$ cat src/rtl/screen_compositor.sv
// screen_compositor: pixel_index -> x/y for the renderers, then selects/mixes
// the renderer outputs into the RGB565 pixel, and sequences the
// game -> wipe -> flashing victory transition.
module screen_compositor #(
  parameter int unsigned WIPE_STEP    = 2,
  parameter int unsigned FLASH_PERIOD = 8,
  parameter int unsigned FLASH_COUNT  = 6
) (
  input  logic        clk,
  input  logic        rst_n,
  input  logic [12:0] pixel_index,
  input  logic        frame_begin,
  input  logic        game_won,
  input  logic        restart,
  output logic [6:0]  x,
  output logic [5:0]  y,
  input  logic [15:0] game_data,
  input  logic [15:0] victory_data,
  output logic [15:0] oled_data,
  output logic [1:0]  state,
  output logic [6:0]  wipe_row
);

  localparam int unsigned FW = (FLASH_PERIOD > 1) ? $clog2(FLASH_PERIOD) : 1;
  localparam int unsigned TW = $clog2(FLASH_COUNT + 1);

  localparam logic [1:0] GAME    = 2'd0;
  localparam logic [1:0] WIPE    = 2'd1;
  localparam logic [1:0] VICTORY = 2'd2;

  localparam logic [12:0] NPIX     = 13'd6144;
  localparam logic [12:0] WIDTH    = 13'd96;
  localparam logic [6:0]  ROWS     = 7'd64;

  logic          in_range;
  logic          invert;
  logic [FW-1:0] frame_cnt;
  logic [TW-1:0] tog_cnt;

  logic [1:0]    state_nx;
  logic [6:0]    wipe_row_nx;
  logic          invert_nx;
  logic [FW-1:0] frame_cnt_nx;
  logic [TW-1:0] tog_cnt_nx;
  logic [7:0]    wipe_sum;
  logic [15:0]   pix_c;

  // Stage 1: linear index to column/row; out-of-range indices park at (0,0)
  always_ff @(posedge clk or negedge rst_n) begin
    if (!rst_n) begin
      x        <= 7'd0;
      y        <= 6'd0;
      in_range <= 1'b0;
    end else if (pixel_index < NPIX) begin
      x        <= 7'(pixel_index % WIDTH);
      y        <= 6'(pixel_index / WIDTH);
      in_range <= 1'b1;
    end else begin
      x        <= 7'd0;
      y        <= 6'd0;
      in_range <= 1'b0;
    end
  end

  // Transition sequencer state register
  always_ff @(posedge clk or negedge rst_n) begin
    if (!rst_n) begin
      state     <= GAME;
      wipe_row  <= 7'd0;
      invert    <= 1'b0;
      frame_cnt <= '0;
      tog_cnt   <= '0;
    end else begin
      state     <= state_nx;
      wipe_row  <= wipe_row_nx;
      invert    <= invert_nx;
      frame_cnt <= frame_cnt_nx;
      tog_cnt   <= tog_cnt_nx;
    end
  end

  // Next-state: restart wins over frame_begin; otherwise advance only on frame_begin
  always_comb begin
    state_nx     = state;
    wipe_row_nx  = wipe_row;
    invert_nx    = invert;
    frame_cnt_nx = frame_cnt;
    tog_cnt_nx   = tog_cnt;
    wipe_sum     = 8'({1'b0, wipe_row}) + 8'(WIPE_STEP);
    if (restart) begin
      state_nx     = GAME;
      wipe_row_nx  = 7'd0;
      invert_nx    = 1'b0;
      frame_cnt_nx = '0;
      tog_cnt_nx   = '0;
    end else if (frame_begin) begin
      case (state)
        GAME: begin
          if (game_won) begin
            state_nx     = WIPE;
            wipe_row_nx  = 7'd0;
            invert_nx    = 1'b0;
            frame_cnt_nx = '0;
            tog_cnt_nx   = '0;
          end
        end
        WIPE: begin
          if (wipe_sum >= 8'({1'b0, ROWS})) begin
            state_nx     = VICTORY;
            wipe_row_nx  = ROWS;
            invert_nx    = 1'b0;
            frame_cnt_nx = '0;
            tog_cnt_nx   = '0;
          end else begin
            wipe_row_nx  = 7'(wipe_sum);
          end
        end
        VICTORY: begin
          if (tog_cnt < TW'(FLASH_COUNT)) begin
            if (frame_cnt == FW'(FLASH_PERIOD - 1)) begin
              frame_cnt_nx = '0;
              invert_nx    = ~invert;
              tog_cnt_nx   = tog_cnt + 1'b1;
            end else begin
              frame_cnt_nx = frame_cnt + 1'b1;
            end
          end
        end
        default: begin
          state_nx    = GAME;
          wipe_row_nx = 7'd0;
        end
      endcase
    end
  end

  // Pixel mix for the current state; renderer inputs already reflect x/y
  always_comb begin
    pix_c = 16'h0000;
    case (state)
      GAME:    pix_c = game_data;
      WIPE:    pix_c = ({1'b0, y} < wipe_row) ? victory_data : game_data;
      VICTORY: pix_c = invert ? ~victory_data : victory_data;
      default: pix_c = 16'h0000;
    endcase
  end

  // Stage 2: registered output pixel, blanked for out-of-range indices
  always_ff @(posedge clk or negedge rst_n) begin
    if (!rst_n) begin
      oled_data <= 16'h0000;
    end else begin
      oled_data <= in_range ? pix_c : 16'h0000;
    end
  end

endmodule

$ cat config.mk
export PLATFORM = sky130hd
export DESIGN_NAME = screen_compositor
export DESIGN_NICKNAME = d
export VERILOG_FILES = /design/src/rtl/screen_compositor.sv
export SDC_FILE = /design/constraint.sdc
export NUM_CORES = 1
export LEC_CHECK = 0
export BUFFER_PORTS_ARGS = -buffer_cell sky130_fd_sc_hd__buf_2
export CORE_UTILIZATION = 57
export DETAILED_ROUTE_END_ITERATION = 8
export MAX_ROUTING_LAYER = met4
export PLACE_DENSITY = 0.83
export SYNTH_ARGS = -nofsm -noshare
export SYNTH_HDL_FRONTEND = slang
export SYNTH_SLANG_ARGS = --single-unit
export TNS_END_PERCENT = 1
$ cat constraint.sdc
create_clock -name clk -period 4.5 [get_ports clk]
set_input_delay 0.225 -clock clk [delete_from_list [all_inputs] [get_ports clk]]
set_output_delay 0.225 -clock clk [all_outputs]
set_load 0.01 [all_outputs]
==> impl_results.md, run 1 <==
- Run status: finished clean
- Hold bufs inserted after CTS: 0
- Vias in the first global route: 2,782
- Number of synthesis warnings: 0
- Number of rows created at floorplan: 26
- Effective utilization at floorplan: 0.6085
- Total gr overflow: 0
- Nets: 509
- Number of synthesized flops with an enable pin: 0
- Path class of the lowest-slack min-delay path: in2async
- First DRT Iteration DRCs: 212
- Total Die Area: 5930 µm²
- Area share of the leading cell type in the synthesized netlist: 0.3512
- Clk_skew: 15.23 ps
- Library cell occupying the most area in the post-synthesis netlist: dfrtp_1
- Leakage component of the power: 1.671 nW
- Drc violations: 0
- Clock edge transition at the registers on the reported setup and hold paths: 90 ps
- Ordered cell list for the critical path: ha_1 -> nand3_1 -> nand4_1 -> a21boi_0 -> nor2_1 -> and3_1 -> mux2_2
- IO buf count: 86
- Root Buffer Master: clkbuf_8
- Maximum number of pins on one net before global-route repair: 49
- Count of boundary I/O pins: 88
- Critical path data required time: 4690 ps
- Kind of end point of the critical path: flop
- Ratio of routed vias to standard cells: 5.936
- Die H: 77.01 µm
- Highest ir drop seen on vdd: 0.1886 mV
- Top area cells in the synthesized netlist: dfrtp_1 (35%), ha_1 (5.5%), nand2_1 (5.4%), o211ai_1 (5.2%), xnor2_1 (4.9%)
- HPWL reported at the end of detailed placement: 5.302 mm
- Clock latency reported for the late side of the worst-skew pair: 300 ps
- Worst-Margin Slew: 1247 ps
- Final number of setup-violating endpoints: 0
- Min Tclk post-route: 2725 ps
- Maximum cell stage delay along the critical path: 850 ps
- Max Slew Vio Count: 0
- Clock tree from TritonCTS: yes
- RSZ-0062 raised after global routing: false
- Final RePlAce weighted congestion: 0.9108
- Worst EP arrival: 2920 ps
- Setup bufs post-CTS: 0
- Total routing resource utilization after global routing: 0.2754
- Share of layout cells above drive strength 1: 0.2432
- Gate count of the mapped netlist: 380
- Number of hold violations in the final report: 0
- Resized cells post-CTS: 0
- Deepest clock path buffer count: 2
- Antenna violations before repair: 0
- Ys async rst share: 1.000
- Maximum net fanout on the critical path: 11
- Routed Antenna Nets: 0
- Portion of the clock cycle consumed by the worst path in the final layout: 0.6056
- Final core utilization: 0.6968
- Post-synthesis to final-layout area growth: 14.51%
- Worst Path Buf+Inv: 0
- Diodes inserted: 0
- Nature of the critical path startpoint: flop
- Wire length per cell: 14.64 µm
- Length of the first detailed-routing pass in iterations: 4
- Syn avg cell area: 8.439 µm²
- Post-synthesis sequential element count: 45
- Routed wire length: 7.527 mm
- Horizontal die dimension: 77.01 µm
- Final-layout setup total negative slack: 0 ps
- Cell family with the largest share of critical-path delay: compound AO/OA/AOI/OAI gates
- H-tree levels: 2
- Clock sinks: 45
- Max Clock Freq: 366.9 MHz
- Post-Synthesis Cell Area: 3207 µm²
- Slowest CP cell: a21boi_0
- Leading register cell type out of synthesis: dfrtp_1
- Number of distinct library cells after synthesis: 60
- Worst Hold Slack: 78.22 ps
- Placed standard-cell area: 3598 µm²
- Synth cell count leaders: nand2_1 (46), dfrtp_1 (45), o21ai_0 (31), nand3_1 (26), o211ai_1 (22)
- Total of max-cap violations: 0
- Placed cells: 508
- Sequential-to-total area share from yosys stat: 0.3512
- Non-filler instance count after layout: 514
- Vias after detailed routing: 3,051
- Cell area after layout: 3672 µm²
- Global-route wire length before repair: 12.89 mm
- Class of the most critical setup path: reg2reg
- Synth Net Count: 444
- CORE AREA: 5270 µm²
- Most frequently used cell type in the post-synthesis netlist: nand2_1
- Worst relative slew slack: 0.1658
- Pwr Density: 400.6 nW/µm²
- Num CTS Buffers: 5
## final timing paths
kind | depth (start not counted) | slack, ps | to | start
min in group clk | 2 | 140 | x[0] | pixel_index[0]
max reg2reg | 7 | 1770 | tog_cnt[0] | wipe_row[1]
min reg2reg | 1 | 490 | frame_cnt[0] | frame_cnt[0]
min | 1 | 80 | wipe_row[5] | rst_n
max in group asynchronous | 1 | 3780 | oled_data[10] | rst_n
max | 7 | 1770 | tog_cnt[0] | wipe_row[1]
## power by group
part	internal [mW]	switching [mW]	total, mW
sequential	0.502	0.0412	0.543
clock	0.102	0.134	0.237
combinational	0.261	0.430	0.691
total	0.865	0.606	1.47
## layer usage
layer / global-route usage / share of wire / wire, µm / vias to the layer above
li1: - / - / - / 1493
met5: - / 0 / 0 / -
met3: 0.04643 / 0.053 / 400 / 15
met2: 0.4473 / 0.50 / 3740 / 112
met1: 0.3498 / 0.43 / 3214 / 1431
met4: 0.09057 / 0.023 / 172 / 0
## kinds of logic (layout without fill, tap and decap cells)
family                     after synthesis  after routing  synth area share
DFF                                     45             45            0.3512
and+or+nand+nor                        156            156            0.2599
other                                    1              1          0.001169
xor gates and xnor gates                20             20           0.05462
adders and majority gates               15             15           0.05775
buffers and inverters                   43            107           0.06399
AOI/OAI and AO/OA                       94             94            0.1920
muxes                                    6              6           0.01951
## sequential cells by signal (all words and copies together), names as in the netlist
signal / flops
oled_data: 16
x: 7
wipe_row: 6
y: 6
frame_cnt: 3
tog_cnt: 3
state: 2
in_range: 1
invert: 1
## through the flow
stage,setup WS (ps),power [mW]
global placement,1878,1.214
detailed placement,1811,1.240
floorplan,2303,1.021
finish,1775,1.471
CTS,1773,1.474
global route,1467,1.584
## cell usage in the layout (no fill, tap or decap), types with 14 or more instances in the layout
master / synthesis / final
xnor2_1: 18 / 18
nor2_1: 18 / 18
nand4_1: 19 / 19
nand3_1: 26 / 26
nand2_1: 46 / 46
buf_2: 5 / 86
dfrtp_1: 45 / 45
ha_1: 14 / 14
o21ai_0: 31 / 31
o211ai_1: 22 / 22
## area by class of cell
type	count	area [µm²]
repair buffers	88	445.4
clock inverters	1	5.005
fillers	437	1598
well taps	70	87.58
multi-input cells	292	1891
clock buffers	5	68.82
inverters	13	48.80
flip-flops and latches	45	1126
(Power assumes the default switching activity.)
==> inputs of run 2 (changes only) <==
CORE_UTILIZATION = 53   (was 57)
PLACE_DENSITY = 0.78   (was 0.83)
clock period = 2.7 ns   (was 4.5 ns; I/O delays follow)
==> impl_results.md, run 2 (synthesis results as in run 1) <==
- Final RePlAce weighted congestion: 0.9646
- Critical path data required time: 2890 ps
- Clock sinks: 45
- Min Tclk post-route: 2230 ps
- Deepest clock path buffer count: 2
- Run status: finished, violations left
- Final number of setup-violating endpoints: 0
- Maximum cell stage delay along the critical path: 450 ps
- Clock edge transition at the registers on the reported setup and hold paths: 90 ps
- Total gr overflow: 0
- Total Die Area: 6366 µm²
- Antenna violations before repair: 0
- Number of hold violations in the final report: 8
- Levels on crit path: 8
- Number of flip-flops in the largest register: 16
- Length of the first detailed-routing pass in iterations: 4
- Share of layout cells above drive strength 1: 0.2528
- Placed standard-cell area: 3638 µm²
- Maximum number of pins on one net before global-route repair: 49
- Pwr Density: 675.6 nW/µm²
- Clock tree from TritonCTS: yes
- First DRT Iteration DRCs: 185
- Worst EP arrival: 2420 ps
- Worst Hold Slack: -8.080 ps
- Maximum net fanout on the critical path: 18
- Hold bufs inserted after CTS: 0
- CORE AREA: 5675 µm²
- Num CTS Buffers: 5
- Wire length per cell: 14.65 µm
- Nature of the critical path startpoint: flop
- Ratio of routed vias to standard cells: 5.962
- Vias after detailed routing: 3,118
- Highest ir drop seen on vdd: 0.6305 mV
- HPWL reported at the end of detailed placement: 5.373 mm
- Count of boundary I/O pins: 88
- Total of max-cap violations: 0
- Portion of the clock cycle consumed by the worst path in the final layout: 0.8259
- IO buf count: 86
- Nets: 514
- Horizontal die dimension: 79.79 µm
- H-tree levels: 2
- Root Buffer Master: clkbuf_8
- Global-route wire length before repair: 12.81 mm
- Largest registers: oled_data x16, x x7
- Final-layout setup total negative slack: 0 ps
- Register-to-Register Path Depth: 8
- Resized cells post-CTS: 0
- Vias in the first global route: 2,800
- Routed Antenna Nets: 0
- Most common cell after layout, fill and taps aside: buf_2
- Cell area after layout: 3721 µm²
- Slowest CP cell: dfrtp_1
- Setup bufs post-CTS: 0
- Total routing resource utilization after global routing: 0.2608
- Diodes inserted: 0
- Drc violations: 0
- Max Clock Freq: 448.4 MHz
- Failing checks: hold timing
- Worst relative slew slack: 0.3337
- Metal1 wirelength: 3.295 mm
- Cell family with the largest share of critical-path delay: buffers and inverters
- Worst Path Buf+Inv: 3
- Routed wire length: 7.663 mm
- Clock latency reported for the late side of the worst-skew pair: 300 ps
- Overall power after layout: 2.514 mW
- Final core utilization: 0.6556
- Met2 wire len: 3.817 mm
- Highest metal layer with signal wires: met4
- Number of rows created at floorplan: 27
- Effective utilization at floorplan: 0.5650
- Leakage component of the power: 1.701 nW
- Kind of end point of the critical path: flop
- Clk_skew: 10.03 ps
- Largest reg by FF count: oled_data
- Most used cells in the layout excluding fill and tap cells: buf_2 (86), nand2_1 (46), dfrtp_1 (45)
- Post-synthesis to final-layout area growth: 16.04%
- Path class of the lowest-slack min-delay path: in2async
- Ordered cell list for the critical path: inv_1 -> ha_1 -> clkinv_1 -> a31oi_1 -> buf_4 -> nand2b_1 -> or3_1 -> o21ai_0
- Worst-Margin Slew: 999.4 ps
- RSZ-0062 raised after global routing: false
- Max Slew Vio Count: 0
- Die H: 79.79 µm
- Sum of met3 wire segment lengths after detailed routing: 377 µm
- Class of the most critical setup path: reg2reg
==> run 2: changes by cell type in the layout (fill, tap and decap cells not counted) <==
cell	delta
buf_4	+5
clkbuf_1	+1
clkinv_2	+1
==> run 2: final timing paths <==
path / slack (ps) / startpoint / to
min in group clk: 40 / pixel_index[2] / x[2]
worst min register to register: 480 / frame_cnt[0] / frame_cnt[0]
max in group asynchronous: 2080 / rst_n / in_range
worst min-delay path: -8 / rst_n / state[1]
worst max-delay path: 470 / state[0] / wipe_row[5]
worst max register to register: 470 / state[0] / wipe_row[5]
==> run 2: worst reg2reg max path: stages (launching register included) <==
cell      delay [ps]
dfrtp_1          450
inv_1            120
ha_1             220
clkinv_1         400
a31oi_1          310
buf_4            200
nand2b_1         210
or3_1            130
o21ai_0           70
==> run 2: area by class of cell <==
class / instances / area, µm²
Clock buffer: 6 / 72.57
Sequential cell: 45 / 1126
Tap cell: 72 / 90.09
Fill cell: 479 / 1954
Clock inverter: 2 / 10.01
Inverter: 13 / 48.80
Timing Repair Buffer: 93 / 483.0
Multi-Input combinational cell: 292 / 1891
==> run 2: metrics by stage <==
stage,setup WS [ps],instances
after floorplan,502.7,380
final,470.0,523
after global routing,296.6,523
after detailed placement,445.4,515
after global placement,535.8,515
after CTS,487.6,523
==> run 2: per-layer routing <==
metal	track usage	up-vias
met5	-	-
met1	0.3312	1484
met4	0.09286	0
li1	-	1507
met3	0.04343	16
met2	0.4205	111
==> run 2: report_power, final <==
part / leakage (nW) / total, mW / switching, mW / internal [mW]
Sequential: 0.579 / 0.914 / 0.0776 / 0.837
Combinational: 1.08 / 1.19 / 0.728 / 0.459
Clock: 0.0450 / 0.412 / 0.232 / 0.180
==> inputs of run 3 (changes only) <==
clock period = 2.32 ns   (was 2.7 ns; I/O delays follow)
==> impl_results.md, run 3 (synthesis results as in run 1) <==
- Min Tclk post-route: 2121 ps
- Total routing resource utilization after global routing: 0.2524
- Metal1 wirelength: 3.263 mm
- Ratio of routed vias to standard cells: 5.871
- Met2 wire len: 3.617 mm
- Nets: 519
- Largest registers: oled_data x16, x x7
- Post-synthesis to final-layout area growth: 18.26%
- Maximum number of pins on one net before global-route repair: 46
- Number of rows created at floorplan: 27
- Kind of end point of the critical path: flop
- Count of boundary I/O pins: 88
- Die H: 79.79 µm
- Leakage component of the power: 1.739 nW
- Total Die Area: 6366 µm²
- Most used cells in the layout excluding fill and tap cells: buf_2 (86), nand2_1 (46), dfrtp_1 (45)
- Total of max-cap violations: 0
- Routed wire length: 7.531 mm
- Antenna violations before repair: 0
- Final RePlAce weighted congestion: 0.9795
- Vias after detailed routing: 3,100
- Highest ir drop seen on vdd: 0.7205 mV
- Worst EP arrival: 2280 ps
- Max Slew Vio Count: 0
- Diodes inserted: 0
- Clk_skew: 11.27 ps
- Pwr Density: 791.6 nW/µm²
- Class of the most critical setup path: reg2reg
- Ordered cell list for the critical path: inv_1 -> ha_1 -> o21a_1 -> o21a_1 -> o21ai_0 -> a211oi_4 -> buf_4 -> nand4_1 -> o211ai_1
- CORE AREA: 5675 µm²
- Horizontal die dimension: 79.79 µm
- Final number of setup-violating endpoints: 0
- Global-route wire length before repair: 12.30 mm
- Root Buffer Master: clkbuf_8
- Number of hold violations in the final report: 0
- HPWL reported at the end of detailed placement: 5.347 mm
- Run status: finished clean
- Critical path data required time: 2470 ps
- Setup bufs post-CTS: 0
- H-tree levels: 2
- RSZ-0062 raised after global routing: false
- Nature of the critical path startpoint: flop
- Share of layout cells above drive strength 1: 0.2610
- Drc violations: 0
- Max Clock Freq: 471.5 MHz
- Number of flip-flops in the largest register: 16
- Clock latency reported for the late side of the worst-skew pair: 300 ps
- Clock sinks: 45
- Clock tree from TritonCTS: yes
- Cell seen most often among critical-path stages: o21a_1
- Path class of the lowest-slack min-delay path: in2reg
- Slowest CP cell: dfrtp_1
- Final core utilization: 0.6682
- Maximum net fanout on the critical path: 32
- Worst-Margin Slew: 556.8 ps
- Sum of met3 wire segment lengths after detailed routing: 457 µm
- Worst Hold Slack: 29.05 ps
- IO buf count: 86
- Routed Antenna Nets: 0
- Effective utilization at floorplan: 0.5650
- Num CTS Buffers: 5
- Final-layout setup total negative slack: 0 ps
- Wire length per cell: 14.26 µm
- Worst relative slew slack: 0.6288
- Largest reg by FF count: oled_data
- Portion of the clock cycle consumed by the worst path in the final layout: 0.9142
- Maximum cell stage delay along the critical path: 440 ps
- Vias in the first global route: 2,744
- Clock edge transition at the registers on the reported setup and hold paths: 80 ps
- Most common cell after layout, fill and taps aside: buf_2
- Total gr overflow: 0
- First DRT Iteration DRCs: 300
- Highest metal layer with signal wires: met4
- Length of the first detailed-routing pass in iterations: 5
- Deepest clock path buffer count: 2
- Overall power after layout: 3.002 mW
-- run 3: cell types whose count changed in the layout (fill, tap and decap cells not counted) --
cell / delta
clkbuf_8: +2
clkbuf_1: -1
clkinv_2: -1
buf_4: +3
buf_12: +1
dlygate4sd3_1: +1
-- run 3: metrics by stage --
step                      cells  worst slack [ps]  cell area [µm²]
after floorplan             380             122.7             3207
after global placement      519             251.4             3681
after detailed placement    519             172.9             3681
after CTS                   528             174.2             3792
after global routing        528             46.82             3792
final                       528             199.0             3792
-- run 3: worst paths after layout --
kind                                startpoint            to  slack (ps)  cells after the start
worst max-delay path               wipe_row[1]  oled_data[9]         200                      9
worst min-delay path            pixel_index[2]          x[2]          30                      2
worst max register to register     wipe_row[1]  oled_data[9]         200                      9
worst min register to register    frame_cnt[0]  frame_cnt[0]         490                      1
max in group asynchronous                rst_n          x[4]        1510                      3
min in group asynchronous                rst_n      state[0]         430                      3
-- run 3: cell type report --
cell class / count / area, µm²
clock buffers: 7 / 96.34
clock inverters: 1 / 5.005
flip-flops and latches: 45 / 1126
well taps: 72 / 90.09
inverters: 13 / 48.80
fillers: 470 / 1883
repair buffers: 98 / 535.5
multi-input cells: 292 / 1891
-- run 3: worst max-delay path, delay by kind of cell (launching register included) --
kind / cells / cell delay (ps)
DFF: 1 / 440
adders and majority gates: 1 / 260
buffers and inverters: 2 / 310
and+or+nand+nor: 1 / 150
AOI/OAI and AO/OA: 5 / 810
-- run 3: where the power goes --
group	internal, mW	switching (mW)	total [mW]	leakage, nW
sequential	0.973	0.0703	1.04	0.579
clock	0.270	0.267	0.536	0.0542
combinational	0.557	0.866	1.42	1.11
total	1.80	1.20	3.00	1.74
-- run 3: routing by layer --
metal / vias to the layer above / global-route usage
met1: 1425 / 0.3251
met3: 27 / 0.02971
met4: 0 / 0.1321
met2: 133 / 0.3906
li1: 1515 / -
met5: - / -
-- run 3: what timing repair did --
item | CTS | global route
resized for setup | 0 | 0
hold buffers | 1 | 0
endpoints found under the hold margin | 45 | 0
endpoints found under the setup margin | 0 | 0
